`config.mk`:
```
export PLATFORM = sky130hd
export DESIGN_NAME = rate_timer_arbiter
export DESIGN_NICKNAME = d
export VERILOG_FILES = /design/src/rtl/rate_timer_arbiter.sv
export SDC_FILE = /design/constraint.sdc
export NUM_CORES = 1
export LEC_CHECK = 0
export CORE_MARGIN = 8
export CORE_UTILIZATION = 49
export DETAILED_ROUTE_END_ITERATION = 6
export HOLD_SLACK_MARGIN = 0.1
export PLACE_DENSITY = 0.88
export SKIP_CTS_REPAIR_TIMING = 1
export SYNTH_ARGS = -nofsm -noshare
export SYNTH_HDL_FRONTEND = slang
export SYNTH_SLANG_ARGS = --single-unit
```
`constraint.sdc`:
```
create_clock -name clock -period 5.3 [get_ports clock]
set_input_delay 1.06 -clock clock [delete_from_list [all_inputs] [get_ports clock]]
set_output_delay 1.06 -clock clock [all_outputs]
set_load 0.1 [all_outputs]
```
`src/rtl/rate_timer_arbiter.sv`:
```
// Round-robin arbiter that lends one down-counter to a set of requesters.
// The current owner gets a done pulse when its programmed interval expires.
module rate_timer_arbiter #(
  parameter int NUM_REQ = 4,
  parameter int WIDTH   = 32,
  parameter int IDW     = 2
) (
  input  logic                     clock,
  input  logic                     resetn,
  input  logic [NUM_REQ-1:0]       req,
  input  logic [NUM_REQ*WIDTH-1:0] cycles,
  output logic [NUM_REQ-1:0]       grant,
  output logic [IDW-1:0]           active_id,
  output logic                     busy,
  output logic [NUM_REQ-1:0]       done,
  output logic [1:0]               dbg_state
);

  // Handshake: req[i] is a level that must stay high for the whole interval.
  // grant[i] acknowledges it, and done[i] pulses for one cycle while grant[i]
  // is still high. Dropping req[i] while it is granted abandons the interval.
  typedef enum logic [1:0] {
    S_IDLE  = 2'd0,
    S_COUNT = 2'd1,
    S_DONE  = 2'd2
  } state_e;

  state_e             state_q;
  logic [NUM_REQ-1:0] grant_q;
  logic [NUM_REQ-1:0] done_q;
  logic [IDW-1:0]     active_id_q;
  logic [IDW-1:0]     ptr_q;
  logic               busy_q;
  logic [WIDTH-1:0]   count_q;

  logic               win_found;
  logic [IDW-1:0]     win_idx;
  logic [IDW:0]       cand;
  logic [WIDTH-1:0]   win_cycles;
  logic [WIDTH-1:0]   win_load;
  logic [IDW-1:0]     ptr_d;
  logic               owner_req;

  // The scan starts at ptr and wraps, so the lowest set index at or above ptr wins.
  always_comb begin
    win_found = 1'b0;
    win_idx   = '0;
    cand      = '0;
    for (int k = 0; k < NUM_REQ; k++) begin
      cand = {1'b0, ptr_q} + (IDW+1)'(k);
      if (cand >= (IDW+1)'(NUM_REQ)) begin
        cand = cand - (IDW+1)'(NUM_REQ);
      end
      if (!win_found && req[cand[IDW-1:0]]) begin
        win_found = 1'b1;
        win_idx   = cand[IDW-1:0];
      end
    end
  end

  assign win_cycles = cycles[int'(win_idx)*WIDTH +: WIDTH];
  // A zero interval loads as one, so the counter can never wrap.
  assign win_load   = (win_cycles == '0) ? WIDTH'(1) : win_cycles;
  assign ptr_d      = (win_idx == IDW'(NUM_REQ-1)) ? '0 : win_idx + 1'b1;
  assign owner_req  = req[active_id_q];

  always_ff @(posedge clock or negedge resetn) begin
    if (!resetn) begin
      state_q     <= S_IDLE;
      grant_q     <= '0;
      done_q      <= '0;
      active_id_q <= '0;
      ptr_q       <= '0;
      busy_q      <= 1'b0;
      count_q     <= '0;
    end else begin
      done_q <= '0;
      case (state_q)
        S_IDLE: begin
          if (win_found) begin
            state_q     <= S_COUNT;
            grant_q     <= NUM_REQ'(1) << win_idx;
            active_id_q <= win_idx;
            count_q     <= win_load;
            ptr_q       <= ptr_d;
            busy_q      <= 1'b1;
          end
        end
        S_COUNT: begin
          // An abort wins over expiry in the same cycle, and it leaves ptr untouched.
          if (!owner_req) begin
            state_q     <= S_IDLE;
            grant_q     <= '0;
            active_id_q <= '0;
            busy_q      <= 1'b0;
          end else if (count_q == WIDTH'(1)) begin
            state_q <= S_DONE;
            done_q  <= grant_q;
          end else begin
            count_q <= count_q - WIDTH'(1);
          end
        end
        S_DONE: begin
          state_q     <= S_IDLE;
          grant_q     <= '0;
          active_id_q <= '0;
          busy_q      <= 1'b0;
        end
        default: begin
          state_q     <= S_IDLE;
          grant_q     <= '0;
          active_id_q <= '0;
          busy_q      <= 1'b0;
        end
      endcase
    end
  end

  assign grant     = grant_q;
  assign active_id = active_id_q;
  assign busy      = busy_q;
  assign done      = done_q;
  assign dbg_state = state_q;

endmodule

```
==> impl_metrics.env, run 1 <==
export IMPL_cts_root_buf="clkbuf_8"
export IMPL_h_tree_depth=2
export IMPL_final_common_cell="clkdlybuf4s50_1"
export IMPL_synth_avg_cell_area_um2=8.581
export IMPL_timing_final_crit_share_pct=74.99
export IMPL_rrSetupSlack_ps=2040
export IMPL_synth_cell_types=53
export IMPL_ys_flop_type="dfrtp_1"
export IMPL_grt_pass1_wl_um=20590
export IMPL_status="finished clean"
export IMPL_detail_route_antenna_nets=0
export IMPL_vias_per_cell=5.935
export IMPL_antenna_found_initial=0
export IMPL_finClkSkew_ps=7.622
export IMPL_cp_top_family="simple AND/OR/NAND/NOR gates"
export IMPL_fmax_ghz=0.2516
export IMPL_worst_slack_ps=1326
export IMPL_cts_tree="built"
export IMPL_crit_chain="clkdlybuf4s50_1 > nor2b_1 > nand3_1 > nand3_4 > buf_4 > mux2i_1 > mux2_2 > nand4_1 > or4_1 > o31ai_2"
export IMPL_worst_slew_pin_transition_ps=1055
export IMPL_yosys_register_bits=47
export IMPL_synth_top_area_cell="dfrtp_1"
export IMPL_area_growth_pct=41.48
export IMPL_vdd_drop_max_uv=274.1
export IMPL_crit_type="input port to flop"
export IMPL_async_flop_share_pct=100.0
export IMPL_post_synth_main_area_contributors="dfrtp_1, mux2i_1, nand2_1"
export IMPL_drc=0
export IMPL_yosysTopAreaCellShare_pct=30.39
export IMPL_yosysSeqAreaShare_pct=30.39
export IMPL_setup_violations=0
export IMPL_yosysWarnings=0
export IMPL_grt_usage_pct=22.48
export IMPL_required_ps=5520
export IMPL_die_w_um=104.9
export IMPL_antennaDiodeCount=0
export IMPL_drtPass1Iterations=5
export IMPL_port_buffers=146
export IMPL_fin_util_pct=71.22
export IMPL_clk_pin_slew_worst_paths_ps=90
export IMPL_busiest_layer="met2"
export IMPL_use_met2_pct=41.90
export IMPL_fp_dieArea_um2=11000
export IMPL_p_leak_nw=2.410
export IMPL_drt_iter0_drc=330
export IMPL_initial_core_util_pct=50.34
export IMPL_critPathArrivalTime_ps=4190
export IMPL_ios=147
export IMPL_min_period_ps=3974
export IMPL_clock_path_buffers=2
export IMPL_cts_buffers=5
export IMPL_synth_cells=451
export IMPL_final_hold_violation_count=0
export IMPL_fin_nets=717
export IMPL_synth_fp_nets=591
export IMPL_post_dp_hpwl_um=10110
export IMPL_critPathSlowestCell="buf_4"
export IMPL_critical_path_buf_inv_count=2
export IMPL_dpl_worst_slack_ps=1033
export IMPL_start_kind="input port"
export IMPL_met1_usage_pct=25.16
export IMPL_drive_gt1_share_pct=6.401
export IMPL_num_vias=4036
export IMPL_rsz0062_at_grt="no"
export IMPL_grt_max_degree=54
export IMPL_overflow=0
export IMPL_totalWireLength_um=12890
export IMPL_grt_pass1_vias=4128
export IMPL_max_cap_violations=0
export IMPL_gp_congestion=0.8921
export IMPL_synth_edf_count=0
export IMPL_wl_per_cell_um=18.96
export IMPL_end_kind="flop"
export IMPL_final_max_slew_viol_count=0
export IMPL_power_per_cell_area_nw_per_um2=487.5
export IMPL_cts_num_sinks=47
export IMPL_timing_setup_tns_ps=0
export IMPL_max_slew_margin_pct=29.68
export IMPL_slowest_delay_ps=680
export IMPL_die_y_um=104.9
export IMPL_num_rows=32
export IMPL_cp_max_fo=52
export IMPL_min_path_type="flop to flop"
export IMPL_clk_latency_ps=300
export IMPL_synth_area_um2=3870
export IMPL_layout_common_cells="clkdlybuf4s50_1, mux2i_1, dfrtp_1"
export IMPL_core_um2=7687
export IMPL_grt_use_met3_pct=4.668
where the power goes:
| part | switching, mW | internal [mW] | total [mW] |
|---|---|---|---|
| registers | 0.171 | 0.520 | 0.692 |
| logic | 1.03 | 0.671 | 1.70 |
| clock network | 0.122 | 0.153 | 0.275 |
metal layers:
| metal | wire, um | part of all wire (%) |
|---|---|---|
| met4 | 303 | 2.4 |
| met3 | 775 | 6.0 |
| met2 | 7109 | 55 |
| met1 | 4704 | 36 |
| met5 | 0 | 0 |
cell type report:
class	count	area, um^2
clock buffer	6	82.58
inverter	10	37.54
multi-input combinational	362	2522
timing repair buffer	151	1494
clock inverter	2	35.03
sequential	47	1176
tap	102	127.6
fill	588	2212
sequential cells by signal (all words and copies together), names as in the netlist:
signal / count
dbg_state: 2
busy: 1
ptr_q: 2
active_id: 2
done: 4
grant: 4
count_q: 32
worst paths after layout:
path / start / to / cells past startpoint
worst max-delay path: req[3] / count_q[0] / 10
worst min-delay path: count_q[23] / count_q[23] / 1
worst max register to register: ptr_q[1] / count_q[0] / 9
worst min register to register: count_q[23] / count_q[23] / 1
max in group asynchronous: resetn / count_q[26] / 1
min in group asynchronous: resetn / active_id[1] / 1
synth_stat cells, drive strengths merged (2+ instances only):
library cell / instances
a22oi: 4
nor2b: 2
inv: 10
and2: 5
or3: 2
ha: 6
a31oi: 2
a21o: 2
a21oi: 28
nand3b: 2
nand3: 7
o31ai: 4
dfrtp: 47
or2: 2
and3: 4
nand2: 44
clkbuf: 20
nor2: 38
o21ai: 41
o22a: 2
nor3: 16
o22ai: 6
mux2i: 80
buf: 12
a32oi: 3
o21a: 2
nand4: 6
mux2: 15
nand2b: 3
a2bb2oi: 2
a22o: 10
or4: 4
nor4: 9
worst reg2reg max path, stage by stage, from the launching register on:
cell and delay [ps]:
dfrtp_1 520, nor2b_1 240, nand3_1 140, nand3_4 270, buf_4 690, mux2i_1 320, mux2_2 200, nand4_1 90
or4_1 490, o31ai_2 220
stage by stage:
step                      total power [mW]  area [um^2]  hold slack (ps)  instances
after floorplan                      1.939         3870            447.7        451
after global placement               2.303         5358            463.9        672
after detailed placement             2.366         5358            469.0        672
after CTS                            2.650         5475            491.1        680
after global routing                 2.858         5475            513.3        680
final                                2.669         5475            486.0        680
cell families (layout without fill, tap and decap cells):
family                     Yosys count  count (layout)  synth area share, %
and+or+nand+nor                    148             148                18.75
AOI/OAI and AO/OA                  112             112                18.33
muxes                               96              96                25.64
DFF                                 47              47                30.39
buffers and inverters               42             169                4.947
adders and majority gates            6               6                1.940
Note: power is estimated with default switching activity, not from simulation.
==> run 2, diff against run 1 <==
- CORE_UTILIZATION: 49 -> 41
- PLACE_DENSITY: 0.88 -> 0.78
- clock period: 5.3 -> 3.55 ns (I/O delays scaled with it)
==> run 2 against run 1 <==
Sequential power increased by 49%. Clock power up 17%. Non-clock buffer count up 26. Via count down 0.25%. Utilization is 9.7 points lower. Cell count grew 5.1%. Largest cell class unchanged. Sequential cell count stayed put. Die area grew 16%. Routed wire length is 0.85% lower. Final area is 3.3% higher.
==> impl_metrics.env, run 2 (same netlist as run 1, synthesis figures left out) <==
export IMPL_timing_final_crit_share_pct=95.93
export IMPL_detail_route_antenna_nets=0
export IMPL_crit_type="input port to flop"
export IMPL_start_kind="input port"
export IMPL_grt_max_degree=48
export IMPL_fin_nets=743
export IMPL_num_rows=35
export IMPL_cts_tree="built"
export IMPL_ios=147
export IMPL_antenna_found_initial=0
export IMPL_power_per_cell_area_nw_per_um2=717.1
export IMPL_fin_util_pct=61.50
export IMPL_area_growth_pct=46.14
export IMPL_clock_path_buffers=2
export IMPL_initial_core_util_pct=42.08
export IMPL_drt_iter0_drc=301
export IMPL_combinationalPowerShare_pct=66.7
export IMPL_p_int_mw=2.064
export IMPL_clockPowerShare_pct=8.0
export IMPL_r2r_cells=8
export IMPL_final_max_slew_viol_count=0
export IMPL_wl_per_cell_um=17.88
export IMPL_overflow=0
export IMPL_min_path_type="flop to flop"
export IMPL_gp_congestion=0.8392
export IMPL_dp_cells=707
export IMPL_switching_power_mw=1.991
export IMPL_critPathArrivalTime_ps=3620
export IMPL_grt_usage_pct=19.16
export IMPL_required_ps=3770
export IMPL_grt_pass1_wl_um=20120
export IMPL_drc=0
export IMPL_rsz0062_at_grt="no"
export IMPL_h_tree_depth=2
export IMPL_min_period_ps=3406
export IMPL_status="finished clean"
export IMPL_clk_pin_slew_worst_paths_ps=90
export IMPL_holdPathStages=1
export IMPL_regMostFlops="count_q"
export IMPL_timing_setup_tns_ps=0
export IMPL_worst_slew_pin_transition_ps=1088
export IMPL_layout_common_cells="clkdlybuf4s50_1, mux2i_1, dfrtp_1"
export IMPL_crit_chain="clkdlybuf4s50_1 > nor2b_1 > o21a_1 > a311oi_4 > buf_4 > mux2i_1 > a2111o_1 > or4_1 > o31ai_2"
export IMPL_clk_latency_ps=300
export IMPL_num_vias=4026
export IMPL_post_dp_hpwl_um=10280
export IMPL_seq_power_share_pct=25.3
export IMPL_drive_gt1_share_pct=10.26
export IMPL_fillCellCount=780
export IMPL_setup_violations=0
export IMPL_largest_reg_flops=32
export IMPL_end_kind="flop"
export IMPL_cts_buffers=5
export IMPL_p_total_mw=4.056
export IMPL_slowest_delay_ps=580
export IMPL_cp_max_fo=10
export IMPL_critPathSlowestCell="clkdlybuf4s50_1"
export IMPL_max_cap_violations=0
export IMPL_totalWireLength_um=12780
export IMPL_drtPass1Iterations=5
export IMPL_die_w_um=113.2
export IMPL_fmax_ghz=0.2936
export IMPL_port_buffers=146
export IMPL_vias_per_cell=5.631
export IMPL_final_common_cell="clkdlybuf4s50_1"
export IMPL_p_leak_nw=2.522
export IMPL_core_um2=9196
export IMPL_grt_pass1_vias=4105
export IMPL_final_hold_violation_count=0
export IMPL_max_slew_margin_pct=27.44
export IMPL_fp_dieArea_um2=12800
export IMPL_die_y_um=113.2
export IMPL_finClkSkew_ps=2.501
export IMPL_antennaDiodeCount=0
export IMPL_vdd_drop_max_uv=348.0
export IMPL_stdcell_count=715
export IMPL_cts_num_sinks=47
export IMPL_cts_root_buf="clkbuf_8"
export IMPL_p_sw_share_pct=49.10
[run 2: cell type report]
cell class / count / area (um^2) / share of cell area, %
multi-input combinational: 362 / 2522 / 44.60
timing repair buffer: 177 / 1699 / 30.04
sequential: 47 / 1176 / 20.80
tap: 111 / 138.9 / 2.456
clock buffer: 7 / 76.32 / 1.350
inverter: 10 / 37.54 / 0.6637
clock inverter: 1 / 5.005 / 0.08850
[run 2: worst max-delay path: cells and delay by family]
kind / cells / cell delay (ps)
buffers and inverters: 2 / 870
muxes: 1 / 130
AOI/OAI and AO/OA: 4 / 1280
and+or+nand+nor: 2 / 640
[run 2: power by group through the flow]
| stage | logic [mW] | clock network [mW] | registers [mW] |
|---|---|---|---|
| 2_1_floorplan | 1.63 | 0 | 1.27 |
| 3_5_place_dp | 2.69 | 0 | 1.03 |
| 6_report | 2.71 | 0.323 | 1.03 |
| 3_3_place_gp | 2.62 | 0 | 1.01 |
| 5_1_grt | 2.93 | 0.348 | 1.07 |
| 4_1_cts | 2.70 | 0.328 | 1.02 |
[run 2: per-layer routing]
metal	wire [um]	track usage (%)	share of wire, %	vias to the layer above
li1	-	-	-	1967
met3	667	3.514	5.2	23
met1	4906	21.21	38	1907
met4	216	4.440	1.7	0
met2	6992	36.71	55	129
met5	0	0	0	-
[run 2: through the flow]
stage	worst slack, ps	hold WS, ps	area [um^2]
after CTS	99.12	490.6	5655
after global routing	10.60	504.0	5655
after global placement	-74.42	461.6	5574
final	144.5	490.9	5655
after floorplan	696.5	414.4	3870
after detailed placement	-218.2	470.5	5574
[run 2: path summary, 6_finish.rpt]
path	start	slack, ps	to
worst min-delay path	count_q[23]	490	count_q[23]
worst max-delay path	req[3]	140	count_q[0]
max in group asynchronous	resetn	2270	count_q[8]
min in group asynchronous	resetn	600	active_id[0]
worst max register to register	ptr_q[1]	560	count_q[0]
worst min register to register	count_q[23]	490	count_q[23]
==> run 3, diff against run 2 <==
- PLACE_DENSITY: 0.78 -> not set
- PLACE_DENSITY_LB_ADDON: not set -> 0.3
- clock period: 3.55 -> 2.9 ns (I/O delays scaled with it)
==> run 3 against run 2 <==
Global-route usage up 0.46 points. Non-clock buffer count rose by 33. Final area grew 5.6%. Sequential share of layout area decreased by 1.1 points. Sequential cell count unchanged. Sequential power up 20%. First-iteration DRC count fell by 24%. Hold slack worse by 33 ps. Die area unchanged. Utilization rose by 3.4 points. Via count increased by 4.3%. Highest routed layer unchanged.
==> impl_metrics.env, run 3 (same netlist as run 1, synthesis figures left out) <==
export IMPL_max_slew_margin_pct=27.35
export IMPL_clk_latency_ps=310
export IMPL_drive_gt1_share_pct=17.87
export IMPL_cts_buffers=5
export IMPL_fillCellCount=770
export IMPL_seq_area_um2=1176
export IMPL_clock_path_buffers=2
export IMPL_initial_core_util_pct=42.08
export IMPL_grt_usage_pct=19.63
export IMPL_cp_top_family="simple AND/OR/NAND/NOR gates"
export IMPL_final_max_slew_viol_count=0
export IMPL_slowest_delay_ps=550
export IMPL_drt_iter0_drc=229
export IMPL_critPathSlowestCell="or4_1"
export IMPL_vias_per_cell=5.607
export IMPL_wl_per_cell_um=17.71
export IMPL_path_common_cell="mux2i_1"
export IMPL_grt_pass1_vias=4329
export IMPL_gp_congestion=0.8590
export IMPL_num_vias=4200
export IMPL_p_int_mw=2.770
export IMPL_crit_type="flop to flop"
export IMPL_critPathArrivalTime_ps=3110
export IMPL_seq_power_share_pct=23.4
export IMPL_power_per_cell_area_nw_per_um2=891.2
export IMPL_worst_slew_pin_transition_ps=1090
export IMPL_combinationalPowerShare_pct=69.1
export IMPL_regMostFlops="count_q"
export IMPL_grt_pass1_wl_um=20790
export IMPL_drc=0
export IMPL_p_sw_share_pct=47.95
export IMPL_totalWireLength_um=13260
export IMPL_layout_common_cells="clkdlybuf4s50_1, mux2i_1, buf_4"
export IMPL_p_leak_nw=2.764
export IMPL_antennaDiodeCount=0
export IMPL_cts_tree="built"
export IMPL_port_buffers=146
export IMPL_fin_nets=777
export IMPL_clockPowerShare_pct=7.5
export IMPL_area_growth_pct=54.28
export IMPL_min_period_ps=2884
export IMPL_switching_power_mw=2.551
export IMPL_largest_reg_flops=32
export IMPL_timing_setup_tns_ps=0
export IMPL_end_kind="flop"
export IMPL_rsz0062_at_grt="yes"
export IMPL_clk_pin_slew_worst_paths_ps=90
export IMPL_final_common_cell="clkdlybuf4s50_1"
export IMPL_detail_route_antenna_nets=0
export IMPL_met3_length_um=642
export IMPL_min_path_type="input port to asynchronous set/reset pin"
export IMPL_timing_final_crit_share_pct=99.46
export IMPL_drtPass1Iterations=6
export IMPL_grt_max_degree=54
export IMPL_max_cap_violations=0
export IMPL_ios=147
export IMPL_h_tree_depth=2
export IMPL_fmax_ghz=0.3467
export IMPL_wl_met1_um=5073
export IMPL_final_hold_violation_count=0
export IMPL_core_um2=9196
export IMPL_required_ps=3120
export IMPL_setup_violations=0
export IMPL_critical_path_buf_inv_count=2
export IMPL_multi_input_area_um2=2560
export IMPL_top_layer_used="met4"
export IMPL_status="finished clean"
export IMPL_crit_chain="inv_2 > a221oi_4 > nand3_4 > buf_12 > mux2i_1 > mux2i_1 > or4_1 > or4_4 > o31ai_2"
export IMPL_die_w_um=113.2
export IMPL_cts_root_buf="clkbuf_8"
export IMPL_finClkSkew_ps=9.249
export IMPL_post_dp_hpwl_um=10250
export IMPL_fp_dieArea_um2=12800
export IMPL_fin_util_pct=64.93
export IMPL_antenna_found_initial=0
export IMPL_num_rows=35
export IMPL_cts_num_sinks=47
export IMPL_die_y_um=113.2
export IMPL_cp_max_fo=4
export IMPL_met2_length_um=7437
export IMPL_start_kind="flop"
export IMPL_vdd_drop_max_uv=603.2
export IMPL_overflow=0
## run 3: final cells by class
class,count,area share (%)
repair buffers,210,33.01
multi-input cells,363,42.88
clock inverters,2,0.2096
well taps,111,2.326
clock buffers,6,1.215
inverters,10,0.6706
flip-flops and latches,47,19.70
## run 3: layer usage
metal	vias up	global-route usage (%)
li1	2035	-
met1	2048	21.38
met2	104	39.09
met3	13	3.035
met4	0	3.108
met5	-	0
## run 3: power groups by stage
stage	Clock [mW]	Sequential (mW)	Combinational, mW
after floorplan	0	1.55	1.99
after global placement	0	1.22	3.43
after detailed placement	0	1.24	3.52
after global routing	0.436	1.29	3.97
after CTS	0.412	1.23	3.54
final	0.401	1.24	3.67
## run 3: metrics by stage
stage / hold WS [ps] / instance area (um^2) / power (mW) / instances / worst slack (ps)
2_1_floorplan: 284.4 / 3870 / 3.544 / 451 / 176.5
5_1_grt: 522.7 / 5971 / 5.695 / 749 / -33.03
4_1_cts: 495.7 / 5852 / 5.188 / 743 / -160.3
3_5_place_dp: 471.5 / 5767 / 4.766 / 735 / -472.5
3_3_place_gp: 460.8 / 5767 / 4.650 / 735 / -383.0
6_report: 457.6 / 5971 / 5.321 / 749 / 15.63
## run 3: worst paths after layout
check	from	slack, ps	cells past startpoint	end
worst max-delay path	ptr_q[1]	20	9	count_q[0]
worst min-delay path	resetn	460	1	ptr_q[0]
worst max register to register	ptr_q[1]	20	9	count_q[0]
worst min register to register	count_q[23]	490	1	count_q[23]
max in group asynchronous	resetn	1750	1	count_q[19]
min in group clock	count_q[23]	490	1	count_q[23]
## run 3: worst register-to-register path, cell delays in order (launching register included)
cell      delay [ps]
dfrtp_1          440
inv_2             70
a221oi_4         430
nand3_4          170
buf_12           180
mux2i_1          150
mux2i_1          100
or4_1            550
or4_4            530
o31ai_2          190
